**src/rtl/led_bank_pkg.sv**
```systemverilog
// Shared definitions for the LED bank: config mode encodings, channel state type
// and a clog2 helper that never returns zero.
package led_bank_pkg;

  localparam logic [1:0] OFF   = 2'd0;
  localparam logic [1:0] ON    = 2'd1;
  localparam logic [1:0] BLINK = 2'd2;
  localparam logic [1:0] PWM   = 2'd3;

  // Channel states share the mode encoding so a config write maps straight onto a state.
  typedef enum logic [1:0] {
    ST_OFF   = OFF,
    ST_ON    = ON,
    ST_BLINK = BLINK,
    ST_PWM   = PWM
  } ch_state_e;

  function automatic int clog2_min1(input int n);
    return (n <= 2) ? 1 : $clog2(n);
  endfunction

endpackage

```
**src/rtl/led_blink_bank_if.sv**
```systemverilog
// Config write bus for the LED bank: the writer drives the strobe, channel, mode and
// value; the bank returns a one-cycle error pulse for out-of-range channels.
interface led_blink_bank_if #(
  parameter int CHANNELS = 4,
  parameter int DIV_W    = 16
);
  localparam int CH_W = led_bank_pkg::clog2_min1(CHANNELS);

  logic             cfg_we;
  logic [CH_W-1:0]  cfg_ch;
  logic [1:0]       cfg_mode;
  logic [DIV_W-1:0] cfg_val;
  logic             cfg_err;

  modport master (output cfg_we, cfg_ch, cfg_mode, cfg_val, input cfg_err);
  modport slave  (input cfg_we, cfg_ch, cfg_mode, cfg_val, output cfg_err);

endinterface

```
**src/rtl/led_channel.sv**
```systemverilog
// One LED channel: OFF / ON / BLINK (tick-timed half period) / PWM (shared counter compare).
// The LED flop is loaded from next-state values, so a write shows on the pin one edge later.
module led_channel
  import led_bank_pkg::*;
#(
  parameter int               DIV_W     = 16,
  parameter int               PWM_W     = 8,
  parameter logic [DIV_W-1:0] BOOT_HALF = '1
) (
  input  logic             clk,
  input  logic             rst,
  input  logic             boot_blink,
  input  logic             load,
  input  logic [1:0]       mode,
  input  logic [DIV_W-1:0] val,
  input  logic             tick,
  input  logic [PWM_W-1:0] pwm_cnt,
  output logic             led
);

  ch_state_e        state_q, state_d;
  logic [DIV_W-1:0] val_q, val_d;
  logic [DIV_W-1:0] cnt_q, cnt_d;
  logic             phase_q, phase_d;
  logic             led_q, led_d;
  logic [DIV_W-1:0] half_m1;

  assign half_m1 = (val_q == '0) ? '0 : val_q - 1'b1;

  always_comb begin
    state_d = state_q;
    val_d   = val_q;
    cnt_d   = cnt_q;
    phase_d = phase_q;
    // A write takes priority over a coincident tick; that tick is simply dropped here.
    if (load) begin
      state_d = ch_state_e'(mode);
      val_d   = val;
      cnt_d   = '0;
      phase_d = 1'b0;
    end else if (state_q == ST_BLINK && tick) begin
      if (cnt_q == half_m1) begin
        cnt_d   = '0;
        phase_d = ~phase_q;
      end else begin
        cnt_d = cnt_q + 1'b1;
      end
    end

    // pwm_cnt is the counter value of the coming cycle, keeping the compare aligned.
    led_d = 1'b0;
    case (state_d)
      ST_OFF:   led_d = 1'b0;
      ST_ON:    led_d = 1'b1;
      ST_BLINK: led_d = phase_d;
      ST_PWM:   led_d = (pwm_cnt < val_d[PWM_W-1:0]);
    endcase
  end

  always_ff @(posedge clk) begin
    if (rst) begin
      state_q <= boot_blink ? ST_BLINK : ST_OFF;
      val_q   <= boot_blink ? BOOT_HALF : '0;
      cnt_q   <= '0;
      phase_q <= 1'b0;
      led_q   <= 1'b0;
    end else begin
      state_q <= state_d;
      val_q   <= val_d;
      cnt_q   <= cnt_d;
      phase_q <= phase_d;
      led_q   <= led_d;
    end
  end

  assign led = led_q;

endmodule

```
**src/rtl/led_blink_bank.sv**
```systemverilog
// Multi-channel LED driver: shared tick prescaler, shared PWM counter, config write
// decode with out-of-range error pulse, and one led_channel per output.
module led_blink_bank
  import led_bank_pkg::*;
#(
  parameter int CLK_FREQ   = 50000000,
  parameter int TICK_HZ    = 1000,
  parameter int CHANNELS   = 4,
  parameter int DIV_W      = 16,
  parameter int PWM_W      = 8,
  parameter int BOOT_BLINK = 1
) (
  input  logic                clk,
  input  logic                rst,
  led_blink_bank_if.slave     cfg,
  output logic                tick,
  output logic [CHANNELS-1:0] led
);

  localparam int               P_DIV     = CLK_FREQ / TICK_HZ;
  localparam int               P         = (P_DIV < 1) ? 1 : P_DIV;
  localparam int               PCNT_W    = clog2_min1(P);
  localparam logic [PCNT_W-1:0] P_LAST   = PCNT_W'(P - 1);
  localparam int               BOOT_HZ2  = TICK_HZ / 2;
  localparam logic [DIV_W-1:0] BOOT_HALF = DIV_W'((BOOT_HZ2 < 1) ? 1 : BOOT_HZ2);

  logic [PCNT_W-1:0]   pcnt_q, pcnt_d;
  logic                tick_q, tick_d;
  logic [PWM_W-1:0]    pwm_cnt_q, pwm_cnt_d;
  logic                cfg_err_q, cfg_err_d;
  logic [CHANNELS-1:0] load;

  always_comb begin
    pcnt_d    = (pcnt_q == P_LAST) ? '0 : pcnt_q + 1'b1;
    // tick is registered off the next count so it is high exactly while pcnt_q == P-1.
    tick_d    = (pcnt_d == P_LAST);
    pwm_cnt_d = pwm_cnt_q + 1'b1;
    cfg_err_d = cfg.cfg_we && (int'(cfg.cfg_ch) >= CHANNELS);
  end

  always_ff @(posedge clk) begin
    if (rst) begin
      pcnt_q    <= '0;
      tick_q    <= 1'b0;
      pwm_cnt_q <= '0;
      cfg_err_q <= 1'b0;
    end else begin
      pcnt_q    <= pcnt_d;
      tick_q    <= tick_d;
      pwm_cnt_q <= pwm_cnt_d;
      cfg_err_q <= cfg_err_d;
    end
  end

  assign tick        = tick_q;
  assign cfg.cfg_err = cfg_err_q;

  generate
    for (genvar gi = 0; gi < CHANNELS; gi++) begin : g_ch
      assign load[gi] = cfg.cfg_we && (int'(cfg.cfg_ch) == gi);

      led_channel #(
        .DIV_W     (DIV_W),
        .PWM_W     (PWM_W),
        .BOOT_HALF (BOOT_HALF)
      ) u_channel (
        .clk        (clk),
        .rst        (rst),
        .boot_blink ((BOOT_BLINK != 0) && (gi == 0)),
        .load       (load[gi]),
        .mode       (cfg.cfg_mode),
        .val        (cfg.cfg_val),
        .tick       (tick_q),
        .pwm_cnt    (pwm_cnt_d),
        .led        (led[gi])
      );
    end
  endgenerate

endmodule

```
**src/flat_wrapper.sv**
```systemverilog
// flat-port wrapper written by rule: the top's interface ports become plain ports
module led_blink_bank_flat import led_bank_pkg::*;
#(
  parameter int CLK_FREQ   = 50000000,
  parameter int TICK_HZ    = 1000,
  parameter int CHANNELS   = 4,
  parameter int DIV_W      = 16,
  parameter int PWM_W      = 8,
  parameter int BOOT_BLINK = 1
)
  (clk, rst, tick, led, cfg_cfg_we, cfg_cfg_ch, cfg_cfg_mode, cfg_cfg_val, cfg_cfg_err);
  led_blink_bank_if #(.CHANNELS(CHANNELS), .DIV_W(DIV_W)) cfg_i ();
  input  logic clk;
  input  logic rst;
  output logic tick;
  output logic [CHANNELS-1:0] led;
  input wire logic [$bits(cfg_i.cfg_we)-1:0] cfg_cfg_we;
  input wire logic [$bits(cfg_i.cfg_ch)-1:0] cfg_cfg_ch;
  input wire logic [$bits(cfg_i.cfg_mode)-1:0] cfg_cfg_mode;
  input wire logic [$bits(cfg_i.cfg_val)-1:0] cfg_cfg_val;
  output wire logic [$bits(cfg_i.cfg_err)-1:0] cfg_cfg_err;
  assign cfg_i.cfg_we = cfg_cfg_we;
  assign cfg_i.cfg_ch = cfg_cfg_ch;
  assign cfg_i.cfg_mode = cfg_cfg_mode;
  assign cfg_i.cfg_val = cfg_cfg_val;
  assign cfg_cfg_err = cfg_i.cfg_err;
  led_blink_bank #(.CLK_FREQ(CLK_FREQ), .TICK_HZ(TICK_HZ), .CHANNELS(CHANNELS), .DIV_W(DIV_W), .PWM_W(PWM_W), .BOOT_BLINK(BOOT_BLINK)) u_core (.clk(clk), .rst(rst), .cfg(cfg_i), .tick(tick), .led(led));
endmodule
```
**config.mk**
```make
export PLATFORM = sky130hd
export DESIGN_NAME = led_blink_bank_flat
export DESIGN_NICKNAME = d
export VERILOG_FILES = /design/src/rtl/led_bank_pkg.sv /design/src/rtl/led_blink_bank_if.sv /design/src/rtl/led_channel.sv /design/src/rtl/led_blink_bank.sv /design/src/flat_wrapper.sv
export SDC_FILE = /design/constraint.sdc
export NUM_CORES = 1
export LEC_CHECK = 0
export ABC_CLOCK_PERIOD_IN_PS = 8600
export CAP_MARGIN = 15
export CORE_MARGIN = 1.5
export CORE_UTILIZATION = 50
export CTS_CLUSTER_SIZE = 25
export DETAILED_ROUTE_END_ITERATION = 8
export GPL_ROUTABILITY_DRIVEN = 0
export PLACE_DENSITY = 0.68
export SLEW_MARGIN = 20
export SYNTH_ARGS = -nofsm -noshare
export SYNTH_HDL_FRONTEND = slang
export SYNTH_HIERARCHICAL = 1
export SYNTH_SLANG_ARGS = --single-unit
```
**constraint.sdc**
```tcl
create_clock -name clk -period 8.6 [get_ports clk]
set_input_delay 1.29 -clock clk [delete_from_list [all_inputs] [get_ports clk]]
set_output_delay 1.29 -clock clk [all_outputs]
set_load 0.005 [all_outputs]
```
==> results of run 1 <==
[placed cells by master (no fill, tap or decap), types with 32 or more instances in the layout]
master    count
nor3_1       41
nor2_1      202
mux2i_1      47
edfxtp_1     32
xor2_1       62
a21oi_1      65
nand2_1      79
dfxtp_1     137
o21ai_0      32
ha_1         38
inv_1        37
nand3_1      50
xnor2_1      69
[Yosys cell counts, drive strengths merged (4+ instances only)]
cell type    n  share of area, %
or3         10              0.55
a31oi       15              0.82
nor2b       14              0.77
nor3b        6              0.39
nor2       203               6.7
xor2        62               4.8
buf         29               1.8
xnor2       69               5.3
o21a         8              0.53
mux2i       47               4.1
a221o        4              0.35
nand3       52               2.4
nand4       35               2.3
and2        31               1.7
a2111oi      9              0.69
a22oi        5              0.33
o211ai      18               1.2
nor4        35               2.5
or4         25               1.8
nand2       79               2.6
dfxtp      137                24
ha          38               4.2
nor4b        9               1.5
a221oi       4              0.31
o311ai       6              0.46
o21ai       32               1.4
o41ai        5              0.58
a211oi       8              0.53
and4         9              0.69
and3        13              0.72
a311oi       6              0.46
a21oi       65               2.9
clkbuf      49               1.6
nand2b      20               1.2
inv         37               1.2
edfxtp      32               8.4
a32oi        7              0.54
nor3        42               1.9
o31ai       17               1.2
a22o         4              0.31
or2         20               1.1
[report_power, final]
group	switching [W]	total (W)	internal, W
Combinational	0.000149	0.000255	0.000105
Sequential	0.0000595	0.000896	0.000837
Clock	0.000377	0.000770	0.000393
Total	0.000586	0.00192	0.00134
[layer usage]
layer  routed length, um  global-route usage (%)
met1               13200                    32.9
met2               13100                    39.6
met3                1300                    4.14
met4                 507                    6.61
met5                   0                       0
[cells by family (layout without fill, tap and decap cells)]
logic type                 Yosys count  in the layout
adders and majority gates           38             38
buffers and inverters              116             99
xor gates and xnor gates           131            131
other                                2              9
muxes                               49             49
AOI/OAI and AO/OA                  236            236
and+or+nand+nor                    617            617
DFF                                169            169
[state kept, by name, indices dropped and copies added, names as in the netlist]
name	cells
u_core/g_ch.u_channel/cnt_q	64
u_core/g_ch.u_channel/val_q	64
u_core/pcnt_q	16
u_core/g_ch.u_channel/state_q	8
u_core/pwm_cnt_q	8
u_core/g_ch.u_channel/led	4
u_core/g_ch.u_channel/phase_q	4
u_core/tick	1
[worst register-to-register path, stage by stage (launching register included)]
cell and delay, ns:
dfxtp_1 0.41, inv_1 0.10, ha_1 0.38, or4b_2 0.77, nor3_1 0.28, mux2i_1 0.29
xnor2_1 0.09, a2111oi_0 0.69, nand4_2 0.25, nand2b_2 0.34, nor2_1 0.10
[per-stage QoR]
stage               cell area, um^2  cells  worst slack [ns]  total power, W  util (%)
finish                        12300   1633              4.78         0.00192      54.7
global route                  12300   1633              4.51         0.00201      54.7
CTS                           12300   1633              4.86         0.00194      54.7
detailed placement            11700   1601              4.45         0.00116      52.0
global placement              11700   1601              4.52         0.00116      52.0
floorplan                     11400   1365              5.06         0.00109         -
[path summary, 6_finish.rpt]
path	startpoint	end
worst max-delay path	u_core/g_ch[1].u_channel/val_q[0]	u_core/g_ch[1].u_channel/cnt_q[10]
worst min-delay path	u_core/pwm_cnt_q[0]	u_core/pwm_cnt_q[0]
worst max register to register	u_core/g_ch[1].u_channel/val_q[0]	u_core/g_ch[1].u_channel/cnt_q[10]
worst min register to register	u_core/pwm_cnt_q[0]	u_core/pwm_cnt_q[0]
[final cells by class]
class                   count  area, um^2  share of cell area, %
clock buffers              17         425                   3.46
multi-input cells        1080        7200                   58.6
repair buffers             30         293                   2.38
well taps                 285         357                   2.90
clock inverters            15         178                   1.44
inverters                  37         139                   1.13
flip-flops and latches    169        3700                   30.1
==> results.txt, run 1 <==
- Effective utilization at floorplan: 50.7%
- Counting along the longest clock path gives a buffer depth of 2.
- Sum of overflow across all layers after global routing: 0
- The run finished with clean final reports.
- Final Critical Period: 3.82 ns
* GRT Resource Usage Total: 24.2%
- Dominant register cell in the synthesized netlist: dfxtp_1
- Flip-flop and latch count after synthesis: 169
- Share of synthesized flip-flops with an asynchronous set or reset: 0%
- Vias after detailed routing: 9,826
* CTS resizes: 0
- For this design, the CTS-stage hold fixing added 0 buffers.
- Number of fill cells in the layout: 2,105
* Pin count of the biggest net entering global routing: 47
- CTS tree: built
- Headroom to the max-slew limit: 34.0%
* Worst setup path class: reg -> reg
* Slowest cell on the critical path: or4b_2
- Global-route wire length before repair: 46,400 um
- Top delay family on crit path: simple AND/OR/NAND/NOR gates
- Multiplexer cells account for 4.32% of the synthesized area.
* Setup clock skew after layout: 0.0133 ns
- STA classifies the critical path endpoint as a flop.
- Synthesized-area fraction occupied by ao, oa, aoi and oai cells: 14.3%
* Largest fanout of any net on the critical path: 15
- IR analysis of the VDD net gives a maximum drop of 0.000124 V.
- By area, the combinational part of the netlist is dominated by simple AND/OR/NAND/NOR gates.
- Core box area: 22,500 um^2
- The number of global-route vias before repair was 8,976.
* Count of cells along the worst hold path: 1
- After detailed routing, the number of vias per cell comes to 6.02.
- For this design, the sink count on the clock tree is 169.
- The synthesized netlist contains 76 unique library cells.
- The number of hold-slack violations in the final timing report is 0.
* Number of cells on the worst reg-to-reg path: 10
* Count of final setup violators: 0
* Simple-gate share of the synthesized area: 29.9%
- The post-route netlist has 7.12% of its cells at a drive strength greater than 1.
- 0 antenna diodes ended up in the layout.
* Max-Cap Viols: 0
- The detail route stage leaves a number of antenna-violating nets equal to 0.
- After clock tree synthesis, the clock-pin slew on the worst setup and hold paths is 0.07 ns.
* Required time at the worst-slack endpoint: 8.91 ns
* Post-synthesis share of cell area spent on full adders, half adders and majority gates: 4.17%
- Clk_lat worst skew: 0.44 ns
* Final Cycle Share: 44.4%
- H-tree levels: 4
- The area growth from synthesis to layout is 7.76%.
* Total of warnings raised by yosys: 6
- In this run the worst hold path is classified as reg -> reg.
- Reported leakage power: 4.27 nW
- Least-Margin Pin Slew: 0.988 ns
* RSZ-0062 raised after global routing: no
* Arrival time at the worst endpoint: 4.13 ns
- Drt first pass iters: 5
- In this run, the number of DRC markers left after iteration 0 of detailed routing was 779.
- Wires add up to 28,200 um.
* I/O pin count: 29
- Count of flip-flops with a built-in enable after synthesis: 32
- Die height: 154 um
- At the end of the flow, the number of nets in the layout was 1,396.
- Total die area: 23,700 um^2
- Power Density: 156 nW/um^2
* Final TNS setup: 0 ns
* Sequential fraction of the synthesis area: 32.4%
- The number of slew-limit violations in the final report came to 0.
- Together, buffers and inverters on the worst path number 1.
- Timing would allow up to 0.262 GHz.
* XOR/XNOR Fraction of Synth Area: 10.1%
- Initial antenna violation count: 0
* HPWL after detailed placement: 20,400 um
* Final-layout worst hold slack: 0.484 ns
- STA classifies the critical path startpoint as a flop.
* Average wire per standard cell: 17.3 um
- Across all register-to-register paths, the minimum setup slack is 4.78 ns.
* CTS Root Cell: clkbuf_16
- For this run, the slowest stage of the critical path takes 0.77 ns.
- Port Buf Inserts: 27
- The mapped netlist covers 11,400 um^2.
- Die Wd: 154 um
* Setup Fix Bufs, Post-CTS: 0
- Counting buffers and inverters, the worst setup path is 10 cells deep.
- Number of CTS-inserted buffers: 17
- Per-instance average area after synthesis: 8.40 um^2
- In the routed design, unresolved DRC markers number 0.
- Cells after synthesis: 1,358
- Row count: 55
- Cell chain of the critical path: inv_1 > ha_1 > or4b_2 > nor3_1 > mux2i_1 > xnor2_1 > a2111oi_0 > nand4_2 > nand2b_2 > nor2_1
Note: power is estimated with default switching activity, not from simulation.
==> run 2: changes to the inputs <==
- ABC_CLOCK_PERIOD_IN_PS: 8600 -> 3800
- clock period: 8.6 -> 3.8 ns (I/O delays scaled with it)
==> run 2 against run 1 <==
- hold slack got worse by 0.017 ns
- non-clock buffer count rose by 15
- utilization rose by 0.44 points
- combinational power rose by 130%
- clock skew fell by 0.0020 ns
- global-route usage rose by 0.59 points
- largest power group unchanged
- power rose by 130%
- highest routed layer unchanged
- die area did not move
==> results.txt, run 2 (same netlist as run 1, synthesis figures left out) <==
* Final Cycle Share: 92.9% (+49 points)
- The initial core utilization came to 50.7% (unchanged).
- The number of sinks on the clock net is 169 (unchanged).
- The max capacitance violation total is 0 (unchanged).
* Worst setup path class: reg -> reg
- The global-route met2 utilization came to 38.6% (-0.97 points).
* Fraction of layout instances using a drive strength above 1: 8.00% (+0.88 points)
- H-tree levels: 4 (unchanged)
- Clk_lat worst skew: 0.44 ns (about the same)
- Part of the total power dissipated in sequential elements: 46.5% (-0.2 points)
- TritonCTS built the clock tree.
- The global-route track usage on met1 is 34.2% (+1.4 points).
* Die Wd: 154 um (unchanged)
* Number of max-slew violations in the final report: 0 (unchanged)
- The sum of routed wire length over all layers is 28,600 um (+1.7%).
* Total count of hold-check failures in the final report: 0 (unchanged)
* Clk network pwr share: 39.9% (-0.2 points)
* Power Density: 352 nW/um^2 (+130%)
- The peak ir drop on the vdd network came to 0.000222 V (+79%).
* Hold-fix buffers, CTS: 0 (unchanged)
- The via count of the routed design came to 9,928 (+1.0%).
- The count of pins on the block boundary was 29 (unchanged).
- The number of global-route vias before repair was 9,197 (+2.5%).
- Number of cells on the worst reg-to-reg path: 10 (unchanged)
- The achievable frequency is 0.283 GHz (+8.2%).
- The area of combinational cells with multiple inputs was 7210 um^2 (about the same).
* Setup Slack @ Placement: 0.297 ns (-4.16 ns)
- met2 is the most crowded layer.
- HPWL after detailed placement: 20,800 um (+1.9%)
- The layout filler cell count is 2,043 (-2.9%).
* RSZ-0062 raised after global routing: no
- The required time of the critical path is 4.13 ns (-4.78 ns).
- Number of CTS-inserted buffers: 17 (unchanged)
- The first-pass GRT wire length was 47,300 um (+1.9%).
- The largest registers in the layout are u_core/g_ch.u_channel/cnt_q x64, u_core/g_ch.u_channel/val_q x64, u_core/pcnt_q x16.
- Arrival time at the worst endpoint: 3.86 ns (-0.27 ns)
- The run finished with clean final reports.
- The number of rows in the core area is 55 (unchanged).
- Number of cells on the critical path: 10 (unchanged)
- The largest fanout on the critical path was 12 (-3).
- Count of cells along the worst hold path: 1 (unchanged)
* Slowest cell on the critical path: or4b_2
- The buffer depth of the longest clock path was 2 (unchanged).
- Total DRC errors in the routed layout: 0 (unchanged)
- The count of antenna-violating nets left after detailed routing is 0 (unchanged).
* Slowest cell delay on critical path: 0.76 ns (about the same)
- Switching power: 0.00126 W (+110%)
- The worst setup path is captured at a flop.
* Setup clock skew after layout: 0.0112 ns (-0.00204 ns)
* Headroom to the max-slew limit: 44.7% (+11 points)
- Least-Margin Pin Slew: 0.823 ns (-0.164 ns)
- In this design, the largest share of critical-path delay is due to simple AND/OR/NAND/NOR gates.
- The register area was 3700 um^2 (unchanged).
* Number of nets at the end of the flow: 1,411 (+1.1%)
- Switching Fraction: 28.8% (-1.7 points)
* Sum of overflow across all layers after global routing: 0 (unchanged)
- Final TNS setup: 0 ns (unchanged)
- From synthesis to final layout, the design area changed by 8.63%.
- Most common cell after layout, fill and taps aside: nor2_1
* Logic gate share of total power: 13.7% (+0.4 points)
- The minimum clock period after layout came to 3.53 ns (-0.288 ns).
- The total inserted antenna cells was 0 (unchanged).
- The starting DRC count in detailed routing was 672 (-14%).
- CTS Root Cell: clkbuf_16
* Startpoint type of the worst setup path: flop
- Die height: 154 um (unchanged)
- Vias per inst: 6.02 (+0.12%)
- In the layout the commonest cells are nor2_1, dfxtp_1, nand2_1.
* Hold/Removal Path Class: reg -> reg
* Average wire per standard cell: 17.4 um (+0.75%)
- The clock-pin transition on the worst setup and hold timing paths was 0.07 ns (about the same).
- Count of final setup violators: 0 (unchanged)
- Reported leakage power: 4.34 nW (+1.8%)
* Initial antenna violation count: 0 (unchanged)
* Met3 Track Usage GR: 4.54% (+0.39 points)
- The overall routing resource usage came to 24.8% (+0.59 points).
* Internal cell power: 0.00311 W (+130%)
- The first-pass iteration count of the detailed router came to 5 (unchanged).
* Final worst-path setup slack: 0.269 ns (-4.51 ns)
- Cell chain of the critical path: inv_1 > ha_1 > or4b_2 > nor3_1 > mux2i_1 > xnor2_1 > a2111oi_0 > nand4_2 > xor2_1 > o41ai_2
- Count of buffer and inverter cells on the critical path: 1 (unchanged)
- The largest net degree at the start of global routing came to 19 (-60%).
* Total die area: 23,700 um^2 (unchanged)
* Port Buf Inserts: 27 (unchanged)
- Core box area: 22,500 um^2 (unchanged)
==> run 2: worst register-to-register path, stage by stage, from the launching register on <==
cell	delay (ns)
dfxtp_1	0.37
inv_1	0.08
ha_1	0.39
or4b_2	0.76
nor3_1	0.29
mux2i_1	0.25
xnor2_1	0.08
a2111oi_0	0.61
nand4_2	0.21
xor2_1	0.20
o41ai_2	0.21
==> run 2: cell type report <==
type                            instances  share of cell area, %
Multi-Input combinational cell       1080                   58.1
Sequential cell                       169                   29.9
Clock buffer                           20                   3.69
Timing Repair Buffer                   45                   3.27
Tap cell                              285                   2.88
Inverter                               37                   1.12
Clock inverter                         12                   1.05
==> run 2: through the flow <==
stage	utilization [%]	cell area, um^2	power [W]	instances	hold WS (ns)
after global routing	55.1	12400	0.00455	1648	0.519
after floorplan	-	11400	0.00248	1365	0.430
after global placement	52.5	11800	0.00264	1616	0.444
final	55.1	12400	0.00436	1648	0.467
after CTS	55.1	12400	0.00439	1648	0.470
after detailed placement	52.5	11800	0.00265	1616	0.455
==> run 2: path summary, 6_finish.rpt <==
check                                          from                      endpoint  slack, ns
setup / recovery  u_core/g_ch[1].u_channel/val_q[0]  u_core/g_ch[1].u_channel/led       0.27
hold / removal                  u_core/pwm_cnt_q[0]           u_core/pwm_cnt_q[0]       0.47
setup reg to reg  u_core/g_ch[1].u_channel/val_q[0]  u_core/g_ch[1].u_channel/led       0.27
hold reg to reg                 u_core/pwm_cnt_q[0]           u_core/pwm_cnt_q[0]       0.47
==> run 2: routing by layer <==
metal	vias up	wire length (um)	part of all wire, %
met5	-	0	0
met4	0	691	2.4
met3	54	1630	5.7
met2	322	12800	45
met1	4630	13500	47
li1	4922	-	-
==> run 2: power by group through the flow <==
stage,logic [W],registers [W],clock network [W]
floorplan,0.000491,0.00199,0
global route,0.000659,0.00204,0.00185
finish,0.000596,0.00203,0.00174
detailed placement,0.000583,0.00206,0
global placement,0.000578,0.00206,0
CTS,0.000589,0.00202,0.00177
==> run 2: what timing repair did <==
item                                    in CTS  in global routing
endpoints found under the setup margin       0                 12
buffers inserted                             0                  0
gates resized for setup                      0                  1
==> run 3: changes to the inputs <==
--- a/config.mk
+++ b/config.mk
@@ -13,6 +13,6 @@
 export DETAILED_ROUTE_END_ITERATION = 8
 export GPL_ROUTABILITY_DRIVEN = 0
+export HOLD_SLACK_MARGIN = 0.08
 export PLACE_DENSITY = 0.68
-export SLEW_MARGIN = 20
 export SYNTH_ARGS = -nofsm -noshare
 export SYNTH_HDL_FRONTEND = slang
==> constraint.sdc (replaced) <==
create_clock -name clk -period 3.8 [get_ports clk]
set_input_delay 0.57 -clock clk [delete_from_list [all_inputs] [get_ports clk]]
set_output_delay 0.57 -clock clk [all_outputs]
set_load 0.1 [all_outputs]
==> results of run 3 <==
The final DEF is identical to that of run 2. Status: completed.
Among the figures that moved: total power 0.00436 W -> 0.00438 W
